File: config.mk
export PLATFORM = sky130hd
export DESIGN_NAME = riscv_muldiv_unit_flat
export DESIGN_NICKNAME = d
export VERILOG_FILES = /design/src/rtl/riscv_muldiv_unit_if.sv /design/src/rtl/riscv_muldiv_unit.sv /design/src/flat_wrapper.sv
export SDC_FILE = /design/constraint.sdc
export NUM_CORES = 1
export LEC_CHECK = 0
export CAP_MARGIN = 20
export CORE_MARGIN = 2
export CORE_UTILIZATION = 38
export CTS_CLUSTER_SIZE = 8
export DETAILED_ROUTE_END_ITERATION = 10
export PLACE_DENSITY = 0.66
export SLEW_MARGIN = 20
export SYNTH_ARGS = -nofsm -noshare
export SYNTH_HDL_FRONTEND = slang
export SYNTH_SLANG_ARGS = --single-unit
File: constraint.sdc
create_clock -name clk -period 7.5 [get_ports clk]
set_input_delay 1.5 -clock clk [delete_from_list [all_inputs] [get_ports clk]]
set_output_delay 1.5 -clock clk [all_outputs]
set_load 0.05 [all_outputs]
File: src/rtl/riscv_muldiv_unit_if.sv
// Handshake bundle between the EX-stage controller and the
// iterative multiply/divide unit.
interface riscv_muldiv_unit_if #(
    parameter int XLEN = 32
);
    logic            start;
    logic            flush;
    logic [2:0]      Funct3;
    logic [XLEN-1:0] SrcA;
    logic [XLEN-1:0] SrcB;
    logic            ready;
    logic            busy;
    logic            done;
    logic [XLEN-1:0] Result;

    modport master (
        output start, flush, Funct3, SrcA, SrcB,
        input  ready, busy, done, Result
    );

    modport slave (
        input  start, flush, Funct3, SrcA, SrcB,
        output ready, busy, done, Result
    );
endinterface

File: src/rtl/riscv_muldiv_unit.sv
// Iterative RV32M/RV64M multiply (shift-add) / restoring divide unit.
// Optional MULDIV_EARLY_OUT_EN: trivial operands skip the iteration loop.
module riscv_muldiv_unit #(
    parameter int XLEN  = 32,
    parameter int CNT_W = $clog2(XLEN)
) (
    input logic                clk,
    input logic                reset,
    riscv_muldiv_unit_if.slave bus
);

    typedef enum logic [1:0] {
        IDLE = 2'd0,
        CALC = 2'd1,
        FIN  = 2'd2
    } state_t;

    state_t            state_q;
    logic [2:0]        op_q;
    logic [XLEN-1:0]   mcand_q;
    logic [2*XLEN-1:0] prod_q;
    logic [CNT_W-1:0]  cnt_q;
    logic              negp_q;
    logic              negr_q;
    logic              done_q;
    logic [XLEN-1:0]   result_q;

    // Launch-time operand decode
    logic              is_div;
    logic              a_signed;
    logic              b_signed;
    logic              a_neg;
    logic              b_neg;
    logic              b_zero;
    logic [XLEN-1:0]   abs_a;
    logic [XLEN-1:0]   abs_b;
    logic [XLEN-1:0]   mcand_ld;
    logic [2*XLEN-1:0] prod_ld;
    logic              negp_ld;

    assign is_div   = bus.Funct3[2];
    assign a_signed = is_div ? ~bus.Funct3[0]
                             : (bus.Funct3[1:0] != 2'b11);
    assign b_signed = is_div ? ~bus.Funct3[0] : ~bus.Funct3[1];
    assign a_neg    = a_signed & bus.SrcA[XLEN-1];
    assign b_neg    = b_signed & bus.SrcB[XLEN-1];
    assign b_zero   = (bus.SrcB == '0);
    assign abs_a    = a_neg ? -bus.SrcA : bus.SrcA;
    assign abs_b    = b_neg ? -bus.SrcB : bus.SrcB;
    assign mcand_ld = is_div ? abs_b : abs_a;
    assign prod_ld  = {{XLEN{1'b0}}, (is_div ? abs_a : abs_b)};
    // Divide by zero keeps the all-ones quotient unsigned.
    assign negp_ld  = (a_neg ^ b_neg) & ~(is_div & b_zero);

    // One iteration of either datapath
    logic [XLEN:0]     msum;
    logic [2*XLEN-1:0] mul_nx;
    logic [XLEN:0]     shr;
    logic              ge;
    logic [XLEN-1:0]   diff;
    logic [2*XLEN-1:0] div_nx;
    logic [2*XLEN-1:0] step;

    assign msum   = {1'b0, prod_q[2*XLEN-1:XLEN]}
                  + (prod_q[0] ? {1'b0, mcand_q} : {(XLEN+1){1'b0}});
    assign mul_nx = {msum, prod_q[XLEN-1:1]};
    assign shr    = {prod_q[2*XLEN-1:XLEN], prod_q[XLEN-1]};
    assign ge     = (shr >= {1'b0, mcand_q});
    assign diff   = shr[XLEN-1:0] - mcand_q;
    assign div_nx = {(ge ? diff : shr[XLEN-1:0]),
                     prod_q[XLEN-2:0], ge};
    assign step   = op_q[2] ? div_nx : mul_nx;

    // Sign fix and result selection on the last iteration
    logic [2*XLEN-1:0] pfix;
    logic [XLEN-1:0]   qfix;
    logic [XLEN-1:0]   rfix;
    logic [XLEN-1:0]   fin_res;

    always_comb begin
        pfix = negp_q ? -step : step;
        qfix = negp_q ? -step[XLEN-1:0] : step[XLEN-1:0];
        rfix = negr_q ? -step[2*XLEN-1:XLEN] : step[2*XLEN-1:XLEN];
        if (op_q[2]) begin
            fin_res = op_q[1] ? rfix : qfix;
        end else begin
            fin_res = (op_q[1:0] == 2'b00) ? pfix[XLEN-1:0]
                                           : pfix[2*XLEN-1:XLEN];
        end
    end

`ifdef MULDIV_EARLY_OUT_EN
    logic            early_ld;
    logic [XLEN-1:0] early_res;
    logic            ovf;

    // Results for operand patterns that need no iteration
    always_comb begin
        ovf = is_div & ~bus.Funct3[0]
            & (bus.SrcA == {1'b1, {(XLEN-1){1'b0}}})
            & (bus.SrcB == {XLEN{1'b1}});
        early_ld  = 1'b0;
        early_res = '0;
        if (is_div) begin
            if (b_zero) begin
                early_ld  = 1'b1;
                early_res = bus.Funct3[1] ? bus.SrcA : {XLEN{1'b1}};
            end else if (ovf) begin
                early_ld  = 1'b1;
                early_res = bus.Funct3[1] ? '0 : bus.SrcA;
            end
        end else if ((bus.SrcA == '0) || b_zero) begin
            early_ld  = 1'b1;
            early_res = '0;
        end
    end
`endif

    // Control FSM and datapath registers
    always_ff @(posedge clk) begin
        if (reset) begin
            state_q  <= IDLE;
            op_q     <= '0;
            mcand_q  <= '0;
            prod_q   <= '0;
            cnt_q    <= '0;
            negp_q   <= 1'b0;
            negr_q   <= 1'b0;
            done_q   <= 1'b0;
            result_q <= '0;
        end else if (bus.flush) begin
            state_q <= IDLE;
            done_q  <= 1'b0;
        end else begin
            case (state_q)
                IDLE, FIN: begin
                    done_q <= 1'b0;
                    if (bus.start) begin
                        op_q    <= bus.Funct3;
                        mcand_q <= mcand_ld;
                        prod_q  <= prod_ld;
                        negp_q  <= negp_ld;
                        negr_q  <= a_neg;
                        cnt_q   <= CNT_W'(XLEN-1);
`ifdef MULDIV_EARLY_OUT_EN
                        if (early_ld) begin
                            state_q  <= FIN;
                            done_q   <= 1'b1;
                            result_q <= early_res;
                        end else begin
                            state_q <= CALC;
                        end
`else
                        state_q <= CALC;
`endif
                    end else begin
                        state_q <= IDLE;
                    end
                end
                CALC: begin
                    prod_q <= step;
                    cnt_q  <= cnt_q - 1'b1;
                    if (cnt_q == '0) begin
                        state_q  <= FIN;
                        done_q   <= 1'b1;
                        result_q <= fin_res;
                    end
                end
                default: begin
                    state_q <= IDLE;
                    done_q  <= 1'b0;
                end
            endcase
        end
    end

    assign bus.ready  = (state_q == IDLE) || (state_q == FIN);
    assign bus.busy   = (state_q == CALC) || (state_q == FIN);
    assign bus.done   = done_q;
    assign bus.Result = result_q;

endmodule

File: src/flat_wrapper.sv
// flat-port wrapper written by rule: the top's interface ports become plain ports
module riscv_muldiv_unit_flat 
#(
    parameter int XLEN  = 32,
    parameter int CNT_W = $clog2(XLEN)
)
  (clk, reset, bus_start, bus_flush, bus_Funct3, bus_SrcA, bus_SrcB, bus_ready, bus_busy, bus_done, bus_Result);
  riscv_muldiv_unit_if #(.XLEN(XLEN)) bus_i ();
  input logic clk;
  input logic reset;
  input wire logic [$bits(bus_i.start)-1:0] bus_start;
  input wire logic [$bits(bus_i.flush)-1:0] bus_flush;
  input wire logic [$bits(bus_i.Funct3)-1:0] bus_Funct3;
  input wire logic [$bits(bus_i.SrcA)-1:0] bus_SrcA;
  input wire logic [$bits(bus_i.SrcB)-1:0] bus_SrcB;
  output wire logic [$bits(bus_i.ready)-1:0] bus_ready;
  output wire logic [$bits(bus_i.busy)-1:0] bus_busy;
  output wire logic [$bits(bus_i.done)-1:0] bus_done;
  output wire logic [$bits(bus_i.Result)-1:0] bus_Result;
  assign bus_i.start = bus_start;
  assign bus_i.flush = bus_flush;
  assign bus_i.Funct3 = bus_Funct3;
  assign bus_i.SrcA = bus_SrcA;
  assign bus_i.SrcB = bus_SrcB;
  assign bus_ready = bus_i.ready;
  assign bus_busy = bus_i.busy;
  assign bus_done = bus_i.done;
  assign bus_Result = bus_i.Result;
  riscv_muldiv_unit #(.XLEN(XLEN), .CNT_W(CNT_W)) u_core (.clk(clk), .reset(reset), .bus(bus_i));
endmodule
## After elaboration in Yosys (flattened, before gate mapping)

Cells that the tools add are included.

| cells by class | value |
|---|---|
| add/sub/neg operators | 8 |
| order comparisons | 1 |
| equal/unequal tests | 5 |
| multiplexer cells | 22 |
| bitwise operators | 10 |
| reductions and logical operators | 13 |

Operators by type and width:

| operator | count |
|---|---|
| two-way mux 32 bit | 11 |
| two-way mux 64 bit | 3 |
| negation 32 bit | 4 |
| case mux 64 bit (2 select lines) | 1 |
| negation 64 bit | 1 |
| adder 32 x 33 -> 33 bit | 1 |
| >= comparator 33 x 32 -> 1 bit | 1 |
| logical NOT 32 bit | 1 |
| subtractor 32 bit | 1 |
| case mux 5 bit (2 select lines) | 1 |
| AND reduction 3 bit | 3 |
| logical NOT 5 bit | 1 |
| two-way mux 5 bit | 1 |
| NOT 1 bit | 5 |
| subtractor 5 x 1 -> 5 bit (second input constant) | 1 |
| AND 1 bit | 4 |
| logical NOT 2 bit | 2 |
| inequality test 2 bit (second input constant) | 2 |
| case mux 2 bit (2 select lines) | 1 |
| OR reduction 2 bit | 2 |
| two-way mux 1 bit | 3 |
| OR reduction 3 bit | 1 |
| equality test 2 x 1 -> 1 bit (second input constant) | 1 |
| equality test 2 bit (second input constant) | 1 |
| 5 further kinds | 6 |

| storage, ports and cells | value |
|---|---|
| register bits | 141 |
| input port bits | 71 |
| output and inout port bits | 35 |
| word-level logic and storage cells | 68 |

## Longest topological paths before layout

| logic depth | value |
|---|---|
| depth after elaboration | 7 |
| gate-level depth with buffers | 25 |
| mapped depth without buffers | 21 |

## Least setup slack after synthesis

No wires, ideal clock.

| timing | value |
|---|---|
| path type | register to register |
| start point | register u_core.mcand_q[22] |
| end point | register u_core.result_q[26], in the netlist u_core.bus.Result[26] |
| library setup time | 118 ps |
| data arrival time | 5036 ps |
| slack | 2345 ps |
| stages on the path, launching flop included | 26 |
| cells stage by stage | dfxtp_1 -> inv_1 -> ha_1 -> buf_2 -> a21oi_1 -> o21ai_1 -> a2111oi_4 -> and2_4 -> buf_6 -> buf_6 -> a41oi_1 -> inv_1 -> ha_1 -> o21ai_0 -> or3_1 -> or3_1 -> nor3_1 -> nand2_1 -> or2_2 -> clkbuf_1 -> or3_1 -> buf_2 -> o31ai_4 -> xnor2_1 -> a221oi_2 -> nor2_1 |

| between the ends | value |
|---|---|
| cells in the longest elaborated chain, start to end | 7 |
| elaborated cells between the ends (all ways) | 15 |

Ends and longest elaborated chain:

| what | RTL line | RTL |
|---|---|---|
| start, declared | riscv_muldiv_unit.sv:20 | `logic [XLEN-1:0] mcand_q;` |
| start signal, assigned | riscv_muldiv_unit.sv:140 | `mcand_q <= mcand_ld;` |
| two-way mux 32 bit, or another cell as far along | riscv_muldiv_unit.sv:65 | `+ (prod_q[0] ? {1'b0, mcand_q} : {(XLEN+1){1'b0}});` |
| adder 32 x 33 -> 33 bit / two-way mux 32 bit (equally long branches) | riscv_muldiv_unit.sv:65, riscv_muldiv_unit.sv:70 |  |
| two-way mux 64 bit * | riscv_muldiv_unit.sv:72 | `assign step = op_q[2] ? div_nx : mul_nx;` |
| negation 64 bit / negation 32 bit (equally long branches) | riscv_muldiv_unit.sv:81, riscv_muldiv_unit.sv:83 |  |
| two-way mux 64 bit / two-way mux 32 bit (equally long branches) | riscv_muldiv_unit.sv:81, riscv_muldiv_unit.sv:83 |  |
| two-way mux 32 bit, on equally long branches | riscv_muldiv_unit.sv:87, riscv_muldiv_unit.sv:85 |  |
| two-way mux 32 bit * | riscv_muldiv_unit.sv:84 | `if (op_q[2]) begin` |
| end signal, assigned | riscv_muldiv_unit.sv:166 | `result_q <= fin_res;` |
| end, declared | riscv_muldiv_unit.sv:26 | `logic [XLEN-1:0] result_q;` |

Mark *: on every way between the ends. The rest lies on a longest branch, timed or not.
A chain may end at the register's enable or synchronous reset.

## Worst setup path after layout

| timing | value |
|---|---|
| start point | register u_core.mcand_q[20] |
| end point | register u_core.result_q[30], in the netlist u_core.bus.Result[30] |

The elaborated chain is that of the path after synthesis.

==> metrics list <==
* Share of the synthesized area in compound gates (AO/OA/AOI/OAI): 31.73%
* Clock Root Buffer: sky130_fd_sc_hd__clkbuf_16
- Class of the worst hold path: reg2reg
- The routed design could run at a clock period as short as 6201 ps.
* Clock sink count: approximately 140
- The max-slew violation total from the final report was 0.
* Largest fanout of any net on the critical path: 11
* Vias per Instance: 6.398
- Required time of the worst setup path: 7880 ps
- Count of H-tree levels built during CTS: 4
- Non-filler instance count after layout: between 2000 and 3000
- The region available for standard cell placement spans 40650 sq um.
- Clock tree from TritonCTS: built
- Synth cell types: 109
* CP Data Arrival Time: 6590 ps
- Power comes to 2.552 mW.
- Int Pwr: 1.520 mW
- Most common library cell in the layout ignoring fill and taps: sky130_fd_sc_hd__nand2_1
- After detailed placement, the design holds a cell count of around 2700.
- Area leader, netlist: sky130_fd_sc_hd__dfxtp_1
- The area growth from synthesis to layout is 11.91%.
- Sequential standard cell area: 2826 sq um
* FILL cells: about 4200
- Summing the areas of all fa, ha and maj instances in the mapped netlist gives roughly 6.0% of the synthesized area.
- Grt total ovfl: 0
- Tightest slew margin relative to the limit: around a quarter
- Full die area: about 43000 sq um
- Number of setup buffers added after CTS: 0
- The synthesized design contains between 100 and 150 register bits.
* Net Sw Power: 1.032 mW
- Across the run, the number of max-cap violations was 0.
- The detail route stage leaves a number of antenna-violating nets equal to 0.
- Area share of xor/xnor cells in the synthesized design: 9.259%
- In this run the static leakage power is around 6.5 nW.
* Number of hold-slack violations in the final timing report: 0
- Dominant combinational cell family by area after synthesis: compound AO/OA/AOI/OAI gates
- Setup TNS Final: 0 ps
- The clock arrives with 14.25 ps of skew.
- Final setup fails: 0
* Clk Latency, worst-skew pair: about 450 ps
* Top cells by area in the synthesized netlist: sky130_fd_sc_hd__dfxtp_1, sky130_fd_sc_hd__nand2_1, sky130_fd_sc_hd__a21oi_1, sky130_fd_sc_hd__ha_1, sky130_fd_sc_hd__xnor2_1
- In this run the count of I/O pins placed on the die edge is 106.
- After layout, the worst path uses 82.68% of the clock period.
- Final Cell Area: 17470 sq um
- Sequential element share of the synthesized area: 18.09%
* Share of layout cells above drive strength 1: under 10%
- Once the floorplan was initialized, standard cells occupied 38.40% of the core.
- Area taken by multi-input logic gates: around 12000 sq um
- The HPWL after detailed placement is approximately 50 mm.
* Synth Cell Area: roughly 16000 sq um
- Net count of the finished layout: about 2400
- Global routing consumed, over all layers together, between 20% and 30% of the routing resources.
- Yosys Warn Count: 0
- For this block, the routed nets add up to about 65 mm of wire.
- The floorplan step set the die width to around 210 microns.
* Number of antenna violations at the first check in global routing: 2
* Share of the synthesized area in the top cell type: between 10% and 20%
- Clock Power Share: 31.2%
* Via count of the first global-routing pass: ~16000
- First-pass DRT Iterations: 6
* CTS clock-pin slew for the worst setup and hold paths: roughly 60 ps
- Chip height: 206.7 microns
- Drc violations: 0
- Setup repair after global routing left no endpoint under its margin.
- The number of nets in the synthesized netlist is about 2300.
* Count of standard-cell rows: 74
- Counting along the longest clock path gives a buffer depth of 2.
- Average wire length per cell after detail routing: 23.49 microns
- Leaving out fill and tap cells, the most frequent cells in the layout are sky130_fd_sc_hd__nand2_1, sky130_fd_sc_hd__nor2_1, sky130_fd_sc_hd__a21oi_1.
- Across the VDD grid, the largest voltage drop is between 0.15 and 0.2 mV.
- STA classifies the critical path endpoint as a flop.
* Startpoint types: flop
* Number of resized instances in the post-cts repair step: 0
* Count of flip-flops with a built-in enable after synthesis: 0
- The first routing iteration left about 2300 violations.
* Fmax: between 0.15 and 0.2 GHz
- The share of total power dissipated in sequential elements is 32.0%.
- Class of the most critical setup path: reg2reg
- The run finished with clean final reports.
* Number of buffers added by the clock tree synthesis step: 17
- Global placer's final weighted congestion: about 1.0
- Cell area reported after detailed placement: around 17000 sq um
- Most common flop cell mapped by yosys: sky130_fd_sc_hd__dfxtp_1
* Multiplexer share of the synthesized area: between 4 and 5%
- Synthesis handed over a netlist of roughly 2200 instances.
- Net switching is between 40% and 50% of the power.
- Avg Inst Size Synth: 7.104 sq um
- For this design, the CTS-stage hold fixing added 0 buffers.
- Input and output buffers added on the ports amount to between 100 and 150.
- Worst Tran Pin Value: 1118 ps
* Maximum number of pins on one net before global-route repair: 91
- Of the total synthesized cell area, the portion taken by AND, OR, NAND and NOR gates is about a quarter.
- Power density relative to cell area: around 150 nW/um^2
- The routed layout has 17602 vias.
- Global-route wire length before repair: ~97 mm
* Fraction of registers with async set/reset: 0%
- Logic pwr share: 36.9%
[flip-flops by register name, indices dropped and copies added (netlist names)]
signal,count
u_core.bus.Result,32
u_core.bus.done,1
u_core.cnt_q,5
u_core.mcand_q,32
u_core.negp_q,1
u_core.negr_q,1
u_core.op_q,3
u_core.prod_q,64
u_core.state_q,2
[cell families after synthesis]
logic type | after synthesis
AND/OR/NAND/NOR | 795
AO/OA/AOI/OAI | 737
adder cells (fa/ha/maj) | 74
multiplexers | 63
flip-flops | 141
XOR/XNOR | 165
buffers and inverters | 222
[layer usage]
| metal | vias to the layer above | part of all wire (%) | track usage, % |
|---|---|---|---|
| met5 | - | 0 | 0 |
| li1 | 8091 | - | - |
| met2 | 959 | 44 | 46.01 |
| met1 | 8392 | 43 | 40.76 |
| met3 | 160 | 8.4 | 3.783 |
| met4 | 0 | 4.9 | 14.16 |
[Yosys cell counts (49+ instances only)]
cell                         n
sky130_fd_sc_hd__nor2_1    201
sky130_fd_sc_hd__nand3_1    56
sky130_fd_sc_hd__nand2_1   264
sky130_fd_sc_hd__clkbuf_1   99
sky130_fd_sc_hd__o21ai_0   140
sky130_fd_sc_hd__and2_1     49
sky130_fd_sc_hd__a21oi_1   197
sky130_fd_sc_hd__dfxtp_1   141
sky130_fd_sc_hd__xor2_1     66
sky130_fd_sc_hd__xnor2_1    99
sky130_fd_sc_hd__ha_1       72
sky130_fd_sc_hd__inv_1      71
[through the flow]
stage	hold WS, ps	setup WS [ps]	util (%)
6_report	456.0	1299	42.97
5_1_grt	488.1	953.5	42.97
4_1_cts	458.1	1504	42.97
3_5_place_dp	449.5	1517	41.69
3_3_place_gp	441.3	1674	41.69
2_1_floorplan	440.3	2345	-
[area by class of cell]
type                            instances  share of cell area (%)
Antenna cell                            1                 0.01433
Timing Repair Buffer                  139                   7.436
Multi-Input combinational cell       1834                   68.01
Inverter                               74                   1.590
Tap cell                              532                   3.811
Sequential cell                       141                   16.18
Clock buffer                           20                   2.557
Clock inverter                         10                  0.4011
[power groups by stage]
stage	combinational (mW)	sequential (mW)	clock [mW]
floorplan	0.612	0.825	0
global placement	0.902	0.828	0
detailed placement	0.909	0.830	0
CTS	0.913	0.813	0.794
global route	0.998	0.819	0.824
finish	0.941	0.816	0.796
[path summary, 6_finish.rpt]
kind                        start                    end  slack, ps  cells after the start
max            u_core.mcand_q[20]  u_core.bus.Result[30]       1300                     20
max reg2reg    u_core.mcand_q[20]  u_core.bus.Result[30]       1300                     20
min reg2reg  u_core.bus.Result[2]   u_core.bus.Result[2]        460                      2
min          u_core.bus.Result[2]   u_core.bus.Result[2]        460                      2
[critical path, cell delays in order, from the launching register on]
cell and delay, ps:
sky130_fd_sc_hd__dfxtp_1 360, sky130_fd_sc_hd__inv_1 60, sky130_fd_sc_hd__ha_1 380, sky130_fd_sc_hd__a21oi_1 270
sky130_fd_sc_hd__o21ai_1 150, sky130_fd_sc_hd__nor3b_1 170, sky130_fd_sc_hd__o21ai_1 840, sky130_fd_sc_hd__a41oi_1 390
sky130_fd_sc_hd__inv_1 200, sky130_fd_sc_hd__ha_1 210, sky130_fd_sc_hd__o21ai_0 80, sky130_fd_sc_hd__or3_1 420
sky130_fd_sc_hd__or3_1 440, sky130_fd_sc_hd__nor3_1 350, sky130_fd_sc_hd__nand2_1 170, sky130_fd_sc_hd__or2_2 410
sky130_fd_sc_hd__or3_1 500, sky130_fd_sc_hd__o41ai_2 310, sky130_fd_sc_hd__xnor2_1 160, sky130_fd_sc_hd__o21ai_1 70
sky130_fd_sc_hd__a21oi_1 150
(Power assumes the default switching activity.)
